`config.mk`:
```
export PLATFORM = sky130hd
export DESIGN_NAME = divmmc
export DESIGN_NICKNAME = d
export VERILOG_FILES = /design/src/rtl/divmmc.sv
export SDC_FILE = /design/constraint.sdc
export NUM_CORES = 1
export LEC_CHECK = 0
export CAP_MARGIN = 0
export CORE_MARGIN = 1
export CORE_UTILIZATION = 36
export CTS_BUF_LIST = sky130_fd_sc_hd__clkbuf_8
export DETAILED_ROUTE_END_ITERATION = 8
export PLACE_DENSITY_LB_ADDON = 0.15
export REMOVE_ABC_BUFFERS = 1
export SYNTH_ARGS = -nofsm -noshare
export SYNTH_HDL_FRONTEND = slang
export SYNTH_SLANG_ARGS = --single-unit
```
`constraint.sdc`:
```
create_clock -name clock -period 1.9 [get_ports clock]
set_clock_uncertainty 0.05 [all_clocks]
set_input_delay 0.38 -clock clock [delete_from_list [all_inputs] [get_ports clock]]
set_output_delay 0.38 -clock clock [all_outputs]
set_load 0.02 [all_outputs]
```
`src/rtl/divmmc.sv`:
```
// DivMMC controller: port decode, esxDOS automap and SD card SPI master.
// Overlay outputs feed the memory block for the 0x0000-0x3FFF region.
module divmmc #(
  parameter int SPIDIV = 1
) (
  input  logic        clock,
  input  logic        reset,
  input  logic        ce,
  input  logic        cpuM1,
  input  logic        cpuMreq,
  input  logic        cpuIorq,
  input  logic        cpuRd,
  input  logic        cpuWr,
  input  logic [15:0] cpuA,
  input  logic [7:0]  cpuDi,
  output logic [7:0]  cpuDo,
  output logic        ioDo,
  output logic        divMap,
  output logic        divRam,
  output logic [3:0]  divPage,
  output logic        spiCs,
  output logic        spiCk,
  output logic        spiDo,
  input  logic        spiDi
);

  localparam logic [7:0] PORT_CTL = 8'hE3;
  localparam logic [7:0] PORT_CS  = 8'hE7;
  localparam logic [7:0] PORT_SPI = 8'hEB;
  localparam logic [3:0] DIVM1    = 4'(SPIDIV - 1);

  typedef enum logic {IDLE, SHIFT} spiState_t;

  logic       prevWr;
  logic       prevRd;
  logic       conMem;
  logic       mapRam;
  logic [3:0] bank;
  logic       autoMap;
  logic       mapPend;
  logic       unmapPend;

  spiState_t  state;
  logic [3:0] divCnt;
  logic [2:0] bitCnt;
  logic [7:0] txReg;
  logic [7:0] rxReg;
  logic [7:0] rdData;

  logic       ioCycle;
  logic       fetch;
  logic       wrEdge;
  logic       rdEdge;
  logic       wrCtl;
  logic       wrCs;
  logic       wrSpi;
  logic       rdSpi;
  logic       spiStart;
  logic [7:0] txData;
  logic       instantHit;
  logic       entryHit;
  logic       exitHit;

  assign ioCycle  = ~cpuIorq & cpuM1;
  assign fetch    = ~cpuM1 & ~cpuMreq;
  assign wrEdge   = ce & ~cpuWr & prevWr;
  assign rdEdge   = ce & ~cpuRd & prevRd;
  assign wrCtl    = ioCycle & wrEdge & (cpuA[7:0] == PORT_CTL);
  assign wrCs     = ioCycle & wrEdge & (cpuA[7:0] == PORT_CS);
  assign wrSpi    = ioCycle & wrEdge & (cpuA[7:0] == PORT_SPI);
  assign rdSpi    = ioCycle & rdEdge & (cpuA[7:0] == PORT_SPI);
  assign spiStart = wrSpi | rdSpi;
  assign txData   = wrSpi ? cpuDi : 8'hFF;

  assign instantHit = fetch & (cpuA[15:8] == 8'h3D);
  assign exitHit    = cpuA[15:3] == 13'h03FF;

  // Fixed esxDOS trap addresses that map after the current M1 completes
  always_comb begin
    entryHit = 1'b0;
    unique case (cpuA)
      16'h0000, 16'h0008, 16'h0038,
      16'h0066, 16'h04C6, 16'h0562: entryHit = 1'b1;
      default: entryHit = 1'b0;
    endcase
  end

  assign divMap  = conMem | autoMap | instantHit;
  assign divRam  = mapRam & ~conMem;
  assign divPage = bank;
  assign cpuDo   = rdData;
  assign ioDo    = ioCycle & ~cpuRd & (cpuA[7:0] == PORT_SPI);

  // Previous-strobe flags so each bus access acts only once
  always_ff @(posedge clock or negedge reset) begin
    if (!reset) begin
      prevWr <= 1'b1;
      prevRd <= 1'b1;
    end else if (ce) begin
      prevWr <= cpuWr;
      prevRd <= cpuRd;
    end
  end

  // Control and card-select registers; MAPRAM can only be set
  always_ff @(posedge clock or negedge reset) begin
    if (!reset) begin
      conMem <= 1'b0;
      mapRam <= 1'b0;
      bank   <= 4'd0;
      spiCs  <= 1'b1;
    end else begin
      if (wrCtl) begin
        conMem <= cpuDi[7];
        mapRam <= mapRam | cpuDi[6];
        bank   <= cpuDi[3:0];
      end
      if (wrCs) spiCs <= cpuDi[0];
    end
  end

  // Automap: instant 0x3Dxx entry, delayed entry/exit resolved at M1 end
  always_ff @(posedge clock or negedge reset) begin
    if (!reset) begin
      autoMap   <= 1'b0;
      mapPend   <= 1'b0;
      unmapPend <= 1'b0;
    end else if (ce) begin
      if (fetch) begin
        if (instantHit) autoMap <= 1'b1;
        if (entryHit) mapPend <= 1'b1;
        if (exitHit) unmapPend <= 1'b1;
      end else if (cpuM1) begin
        if (unmapPend) autoMap <= 1'b0;
        else if (mapPend) autoMap <= 1'b1;
        mapPend   <= 1'b0;
        unmapPend <= 1'b0;
      end
    end
  end

  // SPI mode 0 master; a new access while busy aborts and restarts
  always_ff @(posedge clock or negedge reset) begin
    if (!reset) begin
      state  <= IDLE;
      divCnt <= 4'd0;
      bitCnt <= 3'd0;
      txReg  <= 8'hFF;
      rxReg  <= 8'hFF;
      rdData <= 8'hFF;
      spiCk  <= 1'b0;
      spiDo  <= 1'b1;
    end else if (spiStart) begin
      if (state == SHIFT) rdData <= rxReg;
      state  <= SHIFT;
      divCnt <= 4'd0;
      bitCnt <= 3'd0;
      txReg  <= txData;
      spiCk  <= 1'b0;
      spiDo  <= txData[7];
    end else if (state == SHIFT) begin
      if (divCnt == DIVM1) begin
        divCnt <= 4'd0;
        spiCk  <= ~spiCk;
        if (!spiCk) begin
          rxReg <= {rxReg[6:0], spiDi};
        end else if (bitCnt == 3'd7) begin
          state  <= IDLE;
          rdData <= rxReg;
          spiDo  <= 1'b1;
        end else begin
          bitCnt <= bitCnt + 3'd1;
          txReg  <= {txReg[6:0], 1'b1};
          spiDo  <= txReg[6];
        end
      end else begin
        divCnt <= divCnt + 4'd1;
      end
    end
  end

endmodule
```
==> out/results.ini, run 1 <==
[sta]
worst_slew_pin_slew_ns=0.4448
finalSetupViolations=0
slew_headroom_pct=69.93
period_minus_slack_ns=1.862
clock.fmax_mhz=537.2
slew_viol_final=0
rsz0062_at_grt=false
fin_crit_sh_pct=97.98
hold_violations=0

[route]
ant_nets=0
drcViolationCount=0
vias=1842
viasPerCell=5.117
dr.pass1.iters=4
wl_per_cell_um=14.69
wirelength_mm=5.290
drt_iter0_drc=91

[hold_path]
holdCritPathClass=in -> reg

[pwr]
pwr-share-clk_pct=39.7
peakVddDrop_mv=0.3220
pwr-share-seq_pct=47.1
power.leakage_nw=1.658
p_int_mw=1.692
power_density_nw_per_um2=628.4
finalPower_mw=2.187
power.net_switching_mw=0.4943
p_comb_share_pct=13.1
netSwitchingFraction_pct=22.61

[global_route]
grt_pass1_wl_mm=8.521
grt_pass1_vias=1777
grt_max_degree=28
grt_usage_pct=17.07
antenna_found_initial=0
grt_overflow=0

[floorplan]
start_util_pct=37.94
num_rows=28
die-area_sq_um=6672
ios=51
coreArea_sq_um=6026
die_w_um=81.69
chipHeight_um=81.69

[setup_path]
crit_type=reg -> out
max_stage_delay_ns=0.60
end_kind=primary output
cpMaxStageDelayCell=clkdlybuf4s50_1
crit_fanout=2
worst_setup_path_start_kind=register
worstPathRequired_ns=1.47
cp.arrival_ns=1.43
path_delay_family=buffers and inverters
crit_buf_inv=1
crit_path_cell_trace=clkdlybuf4s50_1

[final_layout]
design_area_sq_um=3480
instances_no_fill=360
num_antenna_cells=0
final_net_count=321
area_delta_synth_final_pct=52.22
drive_above_1_share_pct=42.46
fillers=521

[outcome]
status=completed

[placement]
placed_area_sq_um=3159
hpwl_mm=3.915
place.gp.congestion=0.7820
place_inst=348
port_buffers=50

[synthesis]
synthFlopType=dfstp_2
synth.distinct_cells=47
synth_seq_cells=45
netlist_area_sq_um=2286
seq_area_frac_synth_pct=50.74
synthArstFlopShare_pct=100.0
synth-edff-count=0
synth_cells=190
avgSynthCellArea_sq_um=12.03
yosysWarnings=0

[cts]
clockBufferDepth=2
htree_levels=2
clockRootBuffer=clkbuf_8
clk_latency_ns=0.29
clock-sinks=45
cts_tree=built
clkSlewWorstSetupHoldPaths_ns=0.09
cts-buffers-inserted=5

[job]
drv_cap=0

[cell type report]
cell class                      count  area [sq um]  share of cell area, %
Multi-Input combinational cell    133          1166                  33.51
Sequential cell                    45          1160                  33.33
Timing Repair Buffer               94         903.4                  25.96
Tap cell                           75         93.84                  2.697
Clock buffer                        5         68.82                  1.978
Clock inverter                      3         68.82                  1.978
Inverter                            5         18.77                 0.5394
[cell families after synthesis]
family | share of synthesized area [%]
AND/OR/NAND/NOR | 18.23
flip-flops | 50.74
AO/OA/AOI/OAI | 10.62
multiplexers | 14.45
buffers and inverters | 2.627
adder cells (fa/ha/maj) | 2.189
XOR/XNOR | 1.150
[cells in the mapped netlist (2+ instances only)]
| library cell | number | area, sq um |
|---|---|---|
| dfstp_2 | 27 | 709.4 |
| and4_1 | 2 | 17.52 |
| mux2_1 | 7 | 78.83 |
| dfrtp_1 | 18 | 450.4 |
| nand4b_1 | 2 | 17.52 |
| nand3_1 | 6 | 30.03 |
| o2bb2ai_1 | 6 | 52.55 |
| nor4bb_1 | 3 | 30.03 |
| nand2_1 | 4 | 15.01 |
| xor2_1 | 2 | 17.52 |
| ha_1 | 4 | 50.05 |
| nor4b_1 | 3 | 26.28 |
| mux2_4 | 8 | 120.1 |
| o21ai_0 | 3 | 15.01 |
| mux2i_1 | 3 | 30.03 |
| nor3_1 | 6 | 30.03 |
| nand4bb_1 | 2 | 22.52 |
| nor2_1 | 20 | 75.07 |
| nor3b_1 | 3 | 22.52 |
| a21oi_1 | 10 | 50.05 |
| inv_1 | 5 | 18.77 |
| mux2_2 | 9 | 101.4 |
| nand4_1 | 5 | 31.28 |
| buf_2 | 6 | 30.03 |
| nand2b_1 | 4 | 25.02 |
[layout by cell type (no fill, tap or decap), types with 2 or more instances in the layout]
cell type / Yosys / final
a21oi_1: 10 / 10
buf_12: 0 / 3
buf_4: 0 / 39
buf_6: 1 / 2
bufinv_16: 0 / 2
clkbuf_8: 0 / 5
clkdlybuf4s50_1: 0 / 24
dfrtp_1: 18 / 18
dfstp_2: 27 / 27
dlygate4sd2_1: 0 / 7
dlymetal6s2s_1: 0 / 16
ha_1: 4 / 4
inv_1: 5 / 5
mux2_2: 9 / 8
mux2_4: 8 / 16
mux2i_1: 3 / 3
nand2_1: 4 / 4
nand2b_4: 0 / 2
nand3_1: 6 / 5
nand4_1: 5 / 5
nand4b_1: 2 / 2
nand4bb_1: 2 / 2
nor2_1: 20 / 20
nor3_1: 6 / 3
nor3_2: 0 / 3
nor3b_1: 3 / 2
nor4b_1: 3 / 3
nor4bb_1: 3 / 3
o21ai_0: 3 / 3
o2bb2ai_1: 6 / 6
xor2_1: 2 / 2
[power groups by stage]
| stage | Clock (mW) | Combinational, mW | Sequential (mW) |
|---|---|---|---|
| after floorplan | 0 | 0.0860 | 1.05 |
| after global placement | 0 | 0.278 | 1.04 |
| after detailed placement | 0 | 0.284 | 1.05 |
| after CTS | 0.890 | 0.288 | 1.03 |
| after global routing | 0.930 | 0.321 | 1.04 |
| final | 0.869 | 0.288 | 1.03 |
[flip-flops by register name, indices dropped and copies added (netlist names)]
register,cells
txReg,7
conMem,1
spiCk,1
unmapPend,1
divCnt,4
prevRd,1
mapPend,1
spiDo,1
cpuDo,8
state,1
spiCs,1
divPage,4
autoMap,1
prevWr,1
mapRam,1
rxReg,8
bitCnt,3
[layer usage]
metal / up-vias / track usage, % / routed length, um
li1: 894 / - / -
met1: 897 / 23.18 / 2472
met5: - / 0 / 0
met2: 47 / 27.17 / 2514
met4: 0 / 4.737 / 44
met3: 4 / 4.000 / 258
[final timing paths]
path,startpoint,depth (start not counted),endpoint,slack (ns)
max in group asynchronous,reset,3,prevRd,0.72
max,cpuDo[4],1,cpuDo[4],0.04
max reg2reg,bitCnt[0],7,txReg[2],0.12
min,cpuA[11],4,mapPend,0.41
min reg2reg,mapRam,1,mapRam,0.43
min in group asynchronous,reset,2,unmapPend,0.51
[what timing repair did]
item                                    4_1_cts  5_1_grt
pin swaps                                     6        8
buffers inserted                              0        2
cloned                                        0        1
gates resized for setup                      24       34
hold buffers                                  1        0
endpoints found under the setup margin       24       40
endpoints found under the hold margin         4        0
[stage by stage]
step	TNS (ns)	hold slack, ns	worst slack (ns)	util, %
after floorplan	-3.626	0.03441	-0.2717	-
after global placement	-13.10	0.2917	-0.4796	52.43
after detailed placement	-13.02	0.2977	-0.4876	52.43
after CTS	0	0.4349	0.003754	55.29
after global routing	0	0.4054	0.002916	57.75
final	0	0.4077	0.03846	57.75
No activity file was read; power rests on OpenSTA's default activity.
==> run 2: changes to the inputs <==
Settings changed: SETUP_SLACK_MARGIN from default to 0.4.
==> out/results.ini, run 2 (synthesis gave the netlist of run 1 again) <==
[outcome]
status=completed

[sta]
slew_viol_final=0  ; unchanged
hold_violations=0  ; unchanged
clock.fmax_mhz=562.8  ; +4.8%
rsz0062_at_grt=true
setup_slack_ns=0.1233  ; +0.08486 ns
period_minus_slack_ns=1.777  ; -0.08486 ns
tns_ns=0  ; unchanged
worst_slew_pin_slew_ns=0.4402  ; -0.004618 ns
slew_headroom_pct=70.65  ; +0.73 points
fin_crit_sh_pct=93.51  ; -4.5 points
finalSetupViolations=0  ; unchanged
hold_ws_ns=0.3239  ; -0.08382 ns

[global_route]
grt_usage_pct=17.96  ; +0.89 points
grt_pass1_vias=1873  ; +5.4%
grt_overflow=0  ; unchanged
grt_max_degree=28  ; unchanged
antenna_found_initial=0  ; unchanged
grt_pass1_wl_mm=9.011  ; +5.8%

[placement]
placed_area_sq_um=3159  ; unchanged
preCtsSetupSlack_ns=-0.4876  ; unchanged
place.gp.congestion=0.7820  ; unchanged
port_buffers=50  ; unchanged
hpwl_mm=3.915  ; unchanged
place_inst=348  ; unchanged

[setup_path]
crit_path_cell_trace=nand2b_4 -> a2111oi_4 -> or3_4 -> buf_12 -> mux2_4
worstPathRequired_ns=2.08  ; +0.61 ns
crit_type=reg -> reg
r2r_end=rxReg[0]
worst_setup_path_start_kind=register
path_delay_family=flip-flops
crit_buf_inv=1  ; unchanged
crit_fanout=8  ; +6
cpMaxStageDelayCell=dfstp_2
cp.arrival_ns=1.95  ; +0.52 ns
r2r_cells=5  ; -2
max_stage_delay_ns=0.56  ; -0.04 ns
end_kind=register
r2r-start=prevRd
r2r_setup_slack_ns=0.12  ; about the same

[final_layout]
multi_input_area_sq_um=1328  ; +14%
area_delta_synth_final_pct=56.38
fin_util_pct=59.32  ; +1.6 points
fillers=515  ; -1.2%
num_antenna_cells=0  ; unchanged
layout_commonest_cell=buf_4
instances_no_fill=368  ; +2.2%
register_area_sq_um=1161  ; +0.11%
final_cell_mix=41 x buf_4, 27 x dfstp_2, 20 x buf_2
final_net_count=329  ; +2.5%
drive_above_1_share_pct=61.09  ; +19 points
design_area_sq_um=3575  ; +2.7%

[route]
dr.pass1.iters=4  ; unchanged
drcViolationCount=0  ; unchanged
viasPerCell=5.152  ; +0.69%
vias=1896  ; +2.9%
drt_iter0_drc=81  ; -11%
wirelength_mm=5.520  ; +4.3%
wl_per_cell_um=15.00  ; +2.1%
ant_nets=0  ; unchanged

[cts]
clockBufferDepth=2  ; unchanged
cts-buffers-inserted=5  ; unchanged
clockRootBuffer=clkbuf_8
cts_tree=built
htree_levels=2  ; unchanged
clk_latency_ns=0.29  ; about the same
clock-sinks=45  ; unchanged
clkSlewWorstSetupHoldPaths_ns=0.09  ; about the same

[floorplan]
num_rows=28  ; unchanged
coreArea_sq_um=6026  ; unchanged
start_util_pct=37.94  ; unchanged
die_w_um=81.69  ; unchanged
die-area_sq_um=6672  ; unchanged
chipHeight_um=81.69  ; unchanged
ios=51  ; unchanged

[pwr]
p_int_mw=1.701  ; +0.49%
power.net_switching_mw=0.5163  ; +4.5%
netSwitchingFraction_pct=23.29  ; +0.68 points
peakVddDrop_mv=0.3315  ; +2.9%
pwr-share-seq_pct=46.9  ; -0.2 points
finalPower_mw=2.217  ; +1.4%
power_density_nw_per_um2=620.2  ; -1.3%
power.leakage_nw=1.611  ; -2.9%
pwr-share-clk_pct=39.1  ; -0.6 points
p_comb_share_pct=14.0  ; +0.9 points

[hold_path]
holdCritStartpoint=cpuRd
min_to=prevRd
worstHoldPathCells=2  ; -2
holdCritPathClass=in -> reg

[job]
drv_cap=0  ; unchanged

## run 2: area by class of cell
class / instances / area share [%]
clock buffers: 5 / 1.925
flip-flops and latches: 45 / 32.48
well taps: 75 / 2.625
inverters: 5 / 0.5250
clock inverters: 3 / 1.925
multi-input cells: 133 / 37.14
repair buffers: 102 / 23.38
## run 2: worst max-delay path by stage
stage | slack, ns | endpoint | cells past startpoint | startpoint
global route | 0.07 | rxReg[0] | 6 | divCnt[1]
floorplan | -0.27 | txReg[1] | 6 | divCnt[0]
detailed placement | -0.49 | divMap | 5 | cpuA[12]
CTS | 0.15 | rxReg[0] | 5 | prevRd
finish | 0.12 | rxReg[0] | 5 | prevRd
global placement | -0.48 | divMap | 5 | cpuA[12]
## run 2: layer usage
layer	wire, um	part of all wire, %	GRT usage (%)	vias up
li1	-	-	-	914
met5	0	0	0	-
met4	27	0.49	4.737	0
met3	275	5.0	4.000	2
met2	2688	49	29.83	49
met1	2528	46	23.56	931
## run 2: worst reg2reg max path: cells and delay by family (launching register included)
kind	cells	cell delay (ns)
simple gates	2	0.27
mux	1	0.31
buf+inv	1	0.13
compound gates	1	0.40
flops	1	0.56
## run 2: timing repair
item | 4_1_cts | 5_1_grt
gates resized for setup | 163 | 24
setup endpoints to repair | 60 | 43
pin swaps | 24 | 14
hold buffers | 1 | 0
gates cloned | 1 | 0
buffers inserted | 8 | 2
endpoints found under the hold margin | 4 | 0
## run 2: power groups by stage
stage	Clock [mW]	Sequential (mW)	Combinational (mW)
4_1_cts	0.890	1.04	0.309
6_report	0.867	1.04	0.310
3_3_place_gp	0	1.04	0.278
3_5_place_dp	0	1.05	0.284
5_1_grt	0.930	1.05	0.342
2_1_floorplan	0	1.05	0.0860
==> run 3: changes to the inputs <==
Settings changed: CORE_MARGIN 1 to 10.
==> out/results.ini, run 3 (synthesis gave the netlist of run 1 again) <==
[placement]
place.gp.congestion=0.7981  ; +2.1%
place_inst=349  ; +0.29%
hpwl_mm=4.331  ; +11%
placed_area_sq_um=3167  ; +0.24%
port_buffers=50  ; unchanged

[final_layout]
layout_commonest_cell=buf_4
final_net_count=339  ; +3.0%
fin_util_pct=60.17  ; +0.85 points
fillers=514  ; -0.19%
area_delta_synth_final_pct=58.62
final_cell_mix=52 x buf_4, 27 x dfstp_2, 19 x buf_2, 18 x dfrtp_1, 16 x mux2_4
design_area_sq_um=3626  ; +1.4%
num_antenna_cells=0  ; unchanged
drive_above_1_share_pct=61.39  ; +0.29 points
instances_no_fill=378  ; +2.7%

[cts]
clockBufferDepth=2  ; unchanged
clock-sinks=45  ; unchanged
clockRootBuffer=clkbuf_8
htree_levels=2  ; unchanged
clk_latency_ns=0.30  ; about the same
cts_tree=built
cts-buffers-inserted=5  ; unchanged
clkSlewWorstSetupHoldPaths_ns=0.09  ; about the same

[global_route]
grt_usage_pct=12.36  ; -5.6 points
grt_pass1_wl_mm=10.20  ; +13%
grt_pass1_vias=2096  ; +12%
antenna_found_initial=0  ; unchanged
grt_max_degree=23  ; -18%
grt_overflow=0  ; unchanged

[setup_path]
cpMaxStageDelayCell=dfstp_2
r2r_cells=5  ; unchanged
end_kind=register
max_stage_delay_ns=0.56  ; about the same
worstPathRequired_ns=2.08  ; about the same
worst_setup_path_start_kind=register
crit_type=reg -> reg
crit_path_cell_trace=nand2b_4 -> a2111oi_4 -> or3_4 -> buf_12 -> mux2_4
r2r_setup_slack_ns=0.13  ; about the same
cp.arrival_ns=1.95  ; about the same
crit_fanout=8  ; unchanged
r2r_end=rxReg[0]
r2r-start=prevRd

[route]
wirelength_mm=6.100  ; +11%
viasPerCell=5.259  ; +2.1%
wl_per_cell_um=16.14  ; +7.6%
dr.pass1.iters=4  ; unchanged
drt_iter0_drc=77  ; -4.9%
drcViolationCount=0  ; unchanged
vias=1988  ; +4.9%
ant_nets=0  ; unchanged

[sta]
slew_viol_final=0  ; unchanged
period_minus_slack_ns=1.766  ; -0.01044 ns
finalSetupViolations=0  ; unchanged
slew_headroom_pct=71.86  ; +1.2 points
fin_crit_sh_pct=92.96  ; -0.55 points
clock.fmax_mhz=566.2  ; +0.59%
rsz0062_at_grt=true
worst_slew_pin_slew_ns=0.4162  ; -0.02402 ns
hold_violations=0  ; unchanged
hold_ws_ns=0.3570  ; +0.03308 ns

[floorplan]
ios=51  ; unchanged
start_util_pct=37.94  ; unchanged
coreArea_sq_um=6026  ; unchanged
num_rows=28  ; unchanged
chipHeight_um=99.69  ; +22%
die_w_um=99.69  ; +22%
die-area_sq_um=9937  ; +49%

[pwr]
power.leakage_nw=1.646  ; +2.1%
power_density_nw_per_um2=581.4  ; -6.2%
finalPower_mw=2.108  ; -4.9%
peakVddDrop_mv=0.3426  ; +3.3%

[hold_path]
holdCritPathClass=in -> reg
worstHoldPathCells=4  ; +2
min_to=mapPend
holdCritStartpoint=cpuA[12]

[job]
drv_cap=0  ; unchanged

[outcome]
status=completed

==> run 3: cell types whose count changed in the layout (fill, tap and decap cells not counted), moves of 3 or more <==
cell,previous run,this run
a21oi_1,5,8
a21oi_2,5,2
buf_4,41,52
buf_6,9,6
nor2_1,17,8
nor2_2,2,5
nor2_4,1,7
o2bb2ai_1,2,6
o2bb2ai_2,4,0
==> run 3: worst max-delay path by stage <==
stage | depth (start not counted) | slack, ns | to | start
floorplan | 6 | -0.27 | txReg[1] | divCnt[0]
global placement | 5 | -0.47 | divMap | cpuA[12]
detailed placement | 6 | -0.50 | ioDo | cpuA[2]
CTS | 5 | 0.14 | rxReg[0] | prevWr
global route | 5 | 0.09 | rxReg[0] | prevRd
finish | 5 | 0.13 | rxReg[0] | prevRd
==> run 3: area by class of cell <==
class	count	area, sq um	share of cell area, %
Multi-Input combinational cell	133	1329	36.65
Inverter	5	18.77	0.5176
Timing Repair Buffer	112	909.6	25.09
Sequential cell	45	1160	31.99
Clock inverter	3	46.29	1.277
Tap cell	75	93.84	2.588
Clock buffer	5	68.82	1.898
==> run 3: layer usage <==
metal  global-route usage (%)  vias to the layer above  share of wire [%]
met1                    15.26                      981                 44
met2                    19.46                       59                 47
met4                    4.079                        0                1.8
met5                        0                        -                  0
li1                         -                      938                  -
met3                    4.429                       10                6.7
==> run 3: report_power, final <==
| part | total, mW | switching [mW] | leakage [nW] | internal (mW) |
|---|---|---|---|---|
| logic | 0.335 | 0.148 | 1.10 | 0.187 |
| clock network | 0.733 | 0.339 | 0.0543 | 0.394 |
| registers | 1.04 | 0.0387 | 0.493 | 1.00 |
| total | 2.11 | 0.526 | 1.65 | 1.58 |
==> run 3: repair_timing <==
item / in CTS / in global routing
pin swaps: 16 / 16
setup endpoints to repair: 59 / 45
gates cloned: 0 / 1
resized for setup: 144 / 38
setup buffers: 14 / 5
hold endpoints to repair: 4 / 0
hold buffers: 1 / 0
==> run 3: per-stage QoR <==
stage / setup slack, ns / setup TNS [ns]
floorplan: -0.2717 / -3.626
global route: 0.08778 / 0
finish: 0.1338 / 0
detailed placement: -0.4989 / -12.80
CTS: 0.1387 / 0
global placement: -0.4707 / -12.34
==> run 3: worst max-delay path, delay by kind of cell, from the launching register on <==
| kind | cells | cell delay [ns] |
|---|---|---|
| AO/OA/AOI/OAI | 1 | 0.40 |
| multiplexers | 1 | 0.30 |
| AND/OR/NAND/NOR | 2 | 0.26 |
| buffers and inverters | 1 | 0.13 |
| flip-flops | 1 | 0.56 |
